--- src/rtl/fetch_pc_queue.sv ---
// Fetch program counter and {pc, instr} FIFO toward decode.
// Redirect flushes the queue and reloads the PC. There is no empty-queue bypass.
module fetch_pc_queue #(
  parameter int              XLEN         = 32,
  parameter logic [XLEN-1:0] RESET_VECTOR = '0,
  parameter int              STEP         = 4,
  parameter int              DEPTH        = 4
) (
  input  logic                       Clk,
  input  logic                       reset,
  input  logic                       enable,
  output logic [XLEN-1:0]            imem_addr,
  input  logic [31:0]                imem_data,
  input  logic                       redirect,
  input  logic [XLEN-1:0]            redirect_pc,
  output logic                       deq_valid,
  input  logic                       deq_ready,
  output logic [XLEN-1:0]            deq_pc,
  output logic [31:0]                deq_instr,
  output logic [$clog2(DEPTH):0]     count
);

  localparam int PW = $clog2(DEPTH);
  localparam int CW = PW + 1;

  logic [XLEN-1:0] pc;
  logic [XLEN-1:0] mem_pc    [DEPTH];
  logic [31:0]     mem_instr [DEPTH];
  logic [PW-1:0]   rd_ptr;
  logic [PW-1:0]   wr_ptr;
  logic [CW-1:0]   cnt;
  logic            full;
  logic            empty;
  logic            do_enq;
  logic            do_deq;

  assign full   = (cnt == CW'(DEPTH));
  assign empty  = (cnt == '0);
  assign do_enq = !redirect && enable && !full;
  assign do_deq = !redirect && !empty && deq_ready;

  // Redirect wins over enqueue and dequeue in the same cycle.
  always_ff @(posedge Clk or negedge reset) begin
    if (!reset) begin
      pc     <= RESET_VECTOR;
      rd_ptr <= '0;
      wr_ptr <= '0;
      cnt    <= '0;
    end else if (redirect) begin
      pc     <= redirect_pc & ~XLEN'(3);
      rd_ptr <= '0;
      wr_ptr <= '0;
      cnt    <= '0;
    end else begin
      if (do_enq) begin
        pc     <= pc + XLEN'(STEP);
        wr_ptr <= wr_ptr + PW'(1);
      end
      if (do_deq) begin
        rd_ptr <= rd_ptr + PW'(1);
      end
      case ({do_enq, do_deq})
        2'b10:   cnt <= cnt + CW'(1);
        2'b01:   cnt <= cnt - CW'(1);
        default: cnt <= cnt;
      endcase
    end
  end

  always_ff @(posedge Clk) begin
    if (do_enq) begin
      mem_pc[wr_ptr]    <= pc;
      mem_instr[wr_ptr] <= imem_data;
    end
  end

  // Outputs are zeroed while empty so stale storage never leaks to decode.
  assign imem_addr = pc;
  assign deq_valid = !empty;
  assign deq_pc    = empty ? '0 : mem_pc[rd_ptr];
  assign deq_instr = empty ? '0 : mem_instr[rd_ptr];
  assign count     = cnt;

endmodule

--- config.mk ---
export PLATFORM = sky130hd
export DESIGN_NAME = fetch_pc_queue
export DESIGN_NICKNAME = d
export VERILOG_FILES = /design/src/rtl/fetch_pc_queue.sv
export SDC_FILE = /design/constraint.sdc
export NUM_CORES = 1
export LEC_CHECK = 0
export ABC_AREA = 1
export ABC_CLOCK_PERIOD_IN_PS = 8200
export CORE_ASPECT_RATIO = 0.8
export CORE_MARGIN = 4
export CORE_UTILIZATION = 47
export DETAILED_ROUTE_END_ITERATION = 7
export DONT_BUFFER_PORTS = 1
export SLEW_MARGIN = 20
export SYNTH_ARGS = -nofsm -noshare
export SYNTH_HDL_FRONTEND = slang
export SYNTH_SLANG_ARGS = --single-unit
--- constraint.sdc ---
create_clock -name Clk -period 8.2 [get_ports Clk]
set_clock_uncertainty 0.05 [all_clocks]
set_input_delay 1.23 -clock Clk [delete_from_list [all_inputs] [get_ports Clk]]
set_output_delay 1.23 -clock Clk [all_outputs]
set_load 0.1 [all_outputs]
* Word-level counts from Yosys, hierarchy flattened
Memory sizes are Yosys's and may differ from the RTL's. Index checks and enable logic that the tools add are counted.
Word-level totals: register bits 39, memory bits (writable) 256, input bits 69, memories kept 2
Operators by class: $add $sub $neg 5, equal/unequal tests 3, multiplexer cells 12, reduce and logical (&&, ||, !) cells 11
Memories:
- mem_instr | words 4, width 32, rd ports 1, clocked after Yosys merged registers in 0, write ports 1, line 28 | logic [31:0] mem_instr [DEPTH];
- mem_pc | words 4, width 32, rd ports 1, clocked after Yosys merged registers in 0, write ports 1, line 27 | logic [XLEN-1:0] mem_pc [DEPTH];
Operator list (count):
- $mux W32 | 4
- $add A32 B3 Y32 const B | 1
- $mux W2 | 4
- $pmux W3 S2 | 1
- $add A2 B1 Y2 const B | 2
- $logic_and A1 B1 Y1 | 4
- $reduce_bool A2 Y1 | 2
- $add A3 B1 Y3 const B | 1
- $eq A3 B3 Y1 const B | 1
- $logic_not A1 Y1 | 3
- $logic_not A3 Y1 | 1
- $mux W3 | 1
- $reduce_bool A3 Y1 | 1
- $sub A3 B1 Y3 const B | 1
- $eq A2 B1 Y1 const B | 1
- $eq A2 B2 Y1 const B | 1
- $mux W1 | 2

* Depth between registers and ports, before layout
Gate-level depths: netlist (run 1).
depth after elaboration 7, depth in mapped cells 12

* Least setup slack after synthesis (run 1)
Ideal clock, no wire load.
kind reg2out, start register cnt[2], in the netlist count[2], end output deq_instr[0], arrival 3691 ps, path slack 3229 ps, cell stages (with the launch flop) 6, path through dfrtp_1 -> inv_1 -> nand2_1 -> inv_2 -> clkbuf_1 -> a21oi_1
On the way: longest elaborated chain between the ends 2
RTL lines:
- start: declaration | line 31 | logic [CW-1:0] cnt;
- start signal: assignment | line 63 | 2'b10: cnt <= cnt + CW'(1);
- start signal: assignment | line 64 | 2'b01: cnt <= cnt - CW'(1);
- start signal: assignment | line 65 | default: cnt <= cnt;
- $logic_not A3 Y1 | line 38 | assign empty = (cnt == '0);
- $mux W32 | line 81 | assign deq_instr = empty ? '0 : mem_instr[rd_ptr];
- end: declaration | line 19 | output logic [31:0] deq_instr,
Every way passes these cells.

* Worst setup path in the final report (run 1)
start register cnt[2], in the netlist count[2], end output deq_instr[16]
The elaborated chain is that of the path after synthesis.

==> results of run 1 <==
[flip-flops by register name, indices dropped and copies added, names as in the netlist]
name       count
mem_instr    128
mem_pc       120
imem_addr     30
count          3
rd_ptr         2
wr_ptr         2
[how the worst max path moves through the flow]
stage / slack, ps / end / depth (start not counted) / from
floorplan: 3230 / deq_instr[0] / 5 / count[2]
global placement: 3050 / deq_pc[13] / 5 / count[2]
detailed placement: 2920 / deq_instr[16] / 5 / count[1]
CTS: 2330 / deq_instr[16] / 5 / count[2]
global route: 2190 / deq_pc[30] / 5 / count[2]
finish: 2350 / deq_instr[16] / 5 / count[2]
[synth_stat cells, types with 8 or more instances]
library cell	number
nand3_1	27
inv_1	50
edfxtp_1	248
xor2_1	8
o21ai_0	137
a21oi_1	67
nor2_1	293
buf_4	8
nand2_1	187
dfrtp_1	37
clkbuf_1	27
buf_2	15
[logic make-up after synthesis]
| family | count (synthesis) | share of synthesized area |
|---|---|---|
| DFF | 285 | 0.678 |
| buffers and inverters | 117 | 0.0426 |
| other | 1 | 0.000304 |
| and+or+nand+nor | 528 | 0.171 |
| adders and majority gates | 6 | 0.00669 |
| AOI/OAI and AO/OA | 225 | 0.0942 |
| xor gates and xnor gates | 10 | 0.00710 |
[critical path: stages, from the launching register on]
cell	delay, ps
dfrtp_1	990
inv_1	130
nand2_1	780
inv_4	580
buf_4	530
a21oi_2	950
[metal layers]
layer	GRT usage	up-vias
li1	-	3994
met1	0.292	3938
met2	0.318	193
met3	0.0538	37
met4	0.0371	2
met5	0	-
[stage by stage]
| step | total power [mW] | hold slack [ps] | cell area (um2) | util |
|---|---|---|---|---|
| final | 5.37 | 326 | 14300 | 0.558 |
| after global routing | 5.58 | 293 | 14300 | 0.558 |
| after CTS | 5.40 | 299 | 14200 | 0.555 |
| after detailed placement | 4.15 | 508 | 13300 | 0.520 |
| after global placement | 4.04 | 502 | 13100 | 0.510 |
| after floorplan | 3.68 | 530 | 12400 | - |
[area by class of cell]
| cell class | instances | area [um2] |
|---|---|---|
| well taps | 351 | 439 |
| flip-flops and latches | 285 | 8380 |
| inverters | 57 | 218 |
| fillers | 2198 | 11300 |
| multi-input cells | 773 | 4000 |
| clock inverters | 17 | 118 |
| repair buffers | 41 | 328 |
| clock buffers | 38 | 781 |
[power groups by stage]
stage                     registers [mW]  clock network [mW]  logic (mW)
after detailed placement            1.86                   0        2.29
after floorplan                     1.96                   0        1.72
after global placement              1.86                   0        2.18
after CTS                           1.83                1.27        2.29
final                               1.83                1.24        2.30
after global routing                1.85                1.32        2.40
==> out/summary.txt, run 1 <==
Outcome: finished clean
Rel. slew slack: 0.202
WL/cell: 19.1 um
Setup TNS: 0 ps
Pre-CTS setup slack: 2920 ps
Sw Ratio: 0.497
Setup slack after layout: 2350 ps
1st-iter DRT viols: 577
Area Overhead vs Synth: 15.6%
Post-Synthesis Cells: 1172
Initial Util: 0.483
Max_cap viols: 0
Die H: 153 um
Final Hold Fails: 0
Grt total ovfl: 0
Tcrit/Tclk final: 0.714
Library cells used by synthesis: 29
Inserted Clock Buffers: 30
Number of nets with antenna violations after routing: 0
FF-to-FF setup slack: 4780 ps
Worst-case reg-to-reg path depth: 5
Power Density: 376 mW/mm2
Post-CTS Hold Buffers: 0
Layout Cells excl Fill: 1562
Largest cells by area after synthesis: edfxtp_1 60%, nor2_1 8.9%, dfrtp_1 7.5%
I/O pin cnt: 169
Unrepaired setup endpoints after global routing: no
Average cell area after synthesis: 10.5 um2
Setup bufs post-CTS: 0
Data arrival, critical path: 4570 ps
Vias per inst: 5.23
Sequential power share: 0.341
Netlist Area Pre-Place: 0.0123 mm2
Reg2reg start: count[1]
Post-synth top flop: edfxtp_1
H-tree levels: 1
DRT Pass-1 Iters: 5
Seq cells post-synth: 285
Site row count: 52
Synth async-reset ratio: 0.130
Port bufs: 0
CTS max path bufs: 3
Clock transition at the registers of the reported paths: 60 ps
Fmax: 0.171 GHz
Number of gates resized after cts: 0
Final GP Congestion: 0.841
Die area: 0.0289 mm2
Worst skew pair latency: 540 ps
TritonCTS Sinks: 285
TritonCTS clock tree: yes
Min-Delay Path Class: primary input to asynchronous set/reset pin
Routed length on met3: 2.08 mm
Initial antenna violation count: 1
Comb pwr share: 0.428
NumNets Final: 1263
Met2 wire length: 13.6 mm
Worst Path Class, Setup: flip-flop to primary output
Top cell type's share of synthesized area: 0.603
Clock Tree Root: clkbuf_16
Worst R2R End: mem_pc[2][31]
Via count: 8164
Tmin final: 5850 ps
# setup viols final: 0
Hpwl dp: 17.5 mm
# diodes: 0
Total GRT Usage: 0.203
Commonest non-fill, non-tap cell in the layout: nor2_1
P_sw: 2.67 mW
M1 wire length: 13.6 mm
Number of global-route vias before repair: 8039
Most frequent cells in the layout: 289 x nor2_1, 248 x edfxtp_1, 187 x nand2_1, 137 x o21ai_0, 50 x inv_1
Pin count of the biggest net entering global routing: 95
Overall die width: 189 um
Register area share after synthesis: 0.678
CP endpoint kind: primary output
Max-slew violations: 0
DRT Wirelength: 29.8 mm
Worst setup SP type: flip-flop
P_leak: 5.06 nW
Worst Path Max Fanout: 36
WP data required: 6920 ps
Std-Cell Core Area: 0.0256 mm2
First-pass GRT wire length: 46.8 mm
Placed cells: 1506
Max Used Layer: met5
YS warnings: 0
Clock share of power: 0.231
DRC: 0
EDFF count, synth: 248
Slew @ Worst Pin: 1200 ps
Maximum vdd drop: 0.543 mV
Layout cells sized above 1: 0.149
Leading area contributor after synthesis: edfxtp_1
Int Pwr: 2.70 mW
No activity file was read; power rests on OpenSTA's default activity.
==> run 2, diff against run 1 <==
--- a/config.mk
+++ b/config.mk
@@ -6,7 +6,7 @@
 export NUM_CORES = 1
 export LEC_CHECK = 0
 export ABC_AREA = 1
-export ABC_CLOCK_PERIOD_IN_PS = 8200
+export ABC_CLOCK_PERIOD_IN_PS = 5000
 export CORE_ASPECT_RATIO = 0.8
 export CORE_MARGIN = 4
 export CORE_UTILIZATION = 47
==> constraint.sdc (replaced) <==
create_clock -name Clk -period 5 [get_ports Clk]
set_clock_uncertainty 0.05 [all_clocks]
set_input_delay 0.75 -clock Clk [delete_from_list [all_inputs] [get_ports Clk]]
set_output_delay 0.75 -clock Clk [all_outputs]
set_load 0.1 [all_outputs]
==> run 2 against run 1 <==
  * Sequential power up 61%
  * First-iteration DRC count down 12%
  * Non-clock buffer count up 60
  * Critical path depth up 2
  * Final cell count up 3.7%
  * Largest cell class unchanged
==> out/summary.txt, run 2 (same netlist as run 1, synthesis figures left out) <==
WP data required: 4200 ps (-2720 ps)
# setup viols final: 0 (unchanged)
Worst path top cell family by delay: buffers and inverters
Total GRT Usage: 0.198 (-0.00515)
Overall die width: 189 um (unchanged)
Int Pwr: 4.72 mW (+75%)
DRC: 0 (unchanged)
Pin count of the biggest net entering global routing: 83 (-13%)
Clock Tree Root: clkbuf_16
Largest Register: mem_instr
Tmin final: 4040 ps
Max_cap viols: 0 (unchanged)
Grt total ovfl: 0 (unchanged)
Area Overhead vs Synth: 17.5%
Sequential power share: 0.327 (-0.014)
Initial antenna violation count: 0 (-1)
Die H: 153 um (unchanged)
H-tree levels: 1 (unchanged)
Hold wc startpoint: imem_data[0]
P_sw: 4.30 mW (+61%)
Min-Delay Path Class: primary input to flip-flop
Setup TNS: 0 ps (unchanged)
WL/cell: 18.1 um (-4.9%)
Fmax: 0.248 GHz
Sw Ratio: 0.477 (-0.0202)
Tcrit/Tclk final: 0.808
Max-slew violations: 0 (unchanged)
Most frequent cells in the layout: 289 x nor2_1, 248 x edfxtp_1, 187 x nand2_1, 137 x o21ai_0, 94 x buf_4
Initial Util: 0.483 (unchanged)
# diodes: 0 (unchanged)
Worst skew pair latency: 550 ps (about the same)
Max reg flops: 128 (unchanged)
Maximum vdd drop: 0.509 mV (-6.3%)
Final GP Congestion: 0.848 (+0.82%)
Worst Path Class, Setup: flip-flop to primary output
Commonest non-fill, non-tap cell in the layout: nor2_1
First-pass GRT wire length: 45.6 mm (-2.5%)
Setup bufs post-CTS: 0 (unchanged)
CP peak stage delay: 1000 ps (about the same)
I/O pin cnt: 169 (unchanged)
TritonCTS Sinks: 285 (unchanged)
End-of-flow core utilization: 0.567 (+0.00915)
Slew @ Worst Pin: 1140 ps (-56.5 ps)
Via count: 8339 (+2.1%)
CTS max path bufs: 3 (unchanged)
Layout cells sized above 1: 0.188 (+0.0389)
Number of nets with antenna violations after routing: 0 (unchanged)
Sink of the worst hold path: mem_instr[1][0]
DRT Wirelength: 29.4 mm (-1.4%)
Worst Path Max Fanout: 38 (+5.6%)
Number of gates resized after cts: 0 (unchanged)
CP cell instances: inv_1 > nand2_1 > buf_4 > inv_4 > buf_12 > a21oi_2 > buf_4
Outcome: finished clean
Comb pwr share: 0.443 (+0.015)
Crit path buf inv count: 5 (+2)
Worst R2R End: count[2]
Number of global-route vias before repair: 7892 (-1.8%)
Hold Crit Depth: 0
Vias per inst: 5.15 (-1.5%)
Reg2reg start: count[0]
FF-to-FF setup slack: 1760 ps (-3020 ps)
Std-Cell Core Area: 0.0256 mm2 (unchanged)
Data arrival, critical path: 3240 ps (-1330 ps)
1st-iter DRT viols: 510 (-12%)
Rel. slew slack: 0.239 (+0.0372)
Clock transition at the registers of the reported paths: 60 ps (about the same)
Worst-case reg-to-reg path depth: 12 (+7)
NumNets Final: 1322 (+4.7%)
TritonCTS clock tree: yes
Port bufs: 0 (unchanged)
CP endpoint kind: primary output
CP max-delay cell: dfrtp_1
Clock share of power: 0.231 (about the same)
CP dominant cell by count: buf_4
DRT Pass-1 Iters: 5 (unchanged)
P_leak: 5.35 nW (+5.8%)
Hpwl dp: 17.9 mm (+2.3%)
Unrepaired setup endpoints after global routing: no
Power Density: 622 mW/mm2 (+65%)
Final Hold Fails: 0 (unchanged)
Worst setup SP type: flip-flop
Hold WS: 248 ps (-78.0 ps)
Site row count: 52 (unchanged)
Inserted Clock Buffers: 29 (-3.3%)
WP depth: 7 (+2)
Die area: 0.0289 mm2 (unchanged)
## run 2: worst reg2reg max path, delay by kind of cell (launching register included)
| family | cells | cell delay (ps) |
|---|---|---|
| xor gates and xnor gates | 1 | 220 |
| adders and majority gates | 1 | 400 |
| buffers and inverters | 2 | 560 |
| DFF | 1 | 1030 |
| and+or+nand+nor | 8 | 870 |
## run 2: worst max-delay path by stage
stage / start / to / slack, ps
after CTS: count[2] / deq_instr[13] / 940
final: count[2] / deq_instr[2] / 960
after global placement: count[2] / deq_instr[13] / 1550
after floorplan: count[1] / mem_instr[0][0] / 430
after global routing: count[2] / deq_instr[2] / 830
after detailed placement: count[2] / deq_instr[13] / 1530
## run 2: repair_timing
action	4_1_cts	5_1_grt
endpoints found under the hold margin	37	0
endpoints found under the setup margin	0	0
hold buffers	2	0
## run 2: final cells by class
class | count | area [um2]
Clock buffer | 36 | 752
Clock inverter | 17 | 158
Fill cell | 2184 | 11100
Inverter | 57 | 218
Multi-Input combinational cell | 773 | 3720
Sequential cell | 285 | 8380
Tap cell | 351 | 439
Timing Repair Buffer | 101 | 836
## run 2: power by group through the flow
stage	clock network (mW)	registers [mW]	logic (mW)
after floorplan	0	3.22	2.81
after global placement	0	2.99	4.00
after detailed placement	0	3.00	4.02
after CTS	2.13	2.95	4.03
after global routing	2.22	2.96	4.20
final	2.08	2.95	4.00
## run 2: per-layer routing
metal	wire (um)	GRT usage	part of all wire
met1	13300	0.288	0.45
met2	13500	0.316	0.46
met3	2030	0.0406	0.069
met4	523	0.0361	0.018
met5	0	0	0
## run 2: stage by stage
| step | std cells | setup slack, ps | instance area (um2) | power (mW) |
|---|---|---|---|---|
| after floorplan | 1175 | 427 | 12400 | 6.03 |
| after global placement | 1565 | 1550 | 13600 | 6.99 |
| after detailed placement | 1565 | 1530 | 13600 | 7.02 |
| after global routing | 1620 | 832 | 14500 | 9.38 |
| after CTS | 1620 | 936 | 14500 | 9.11 |
| final | 1620 | 962 | 14500 | 9.03 |
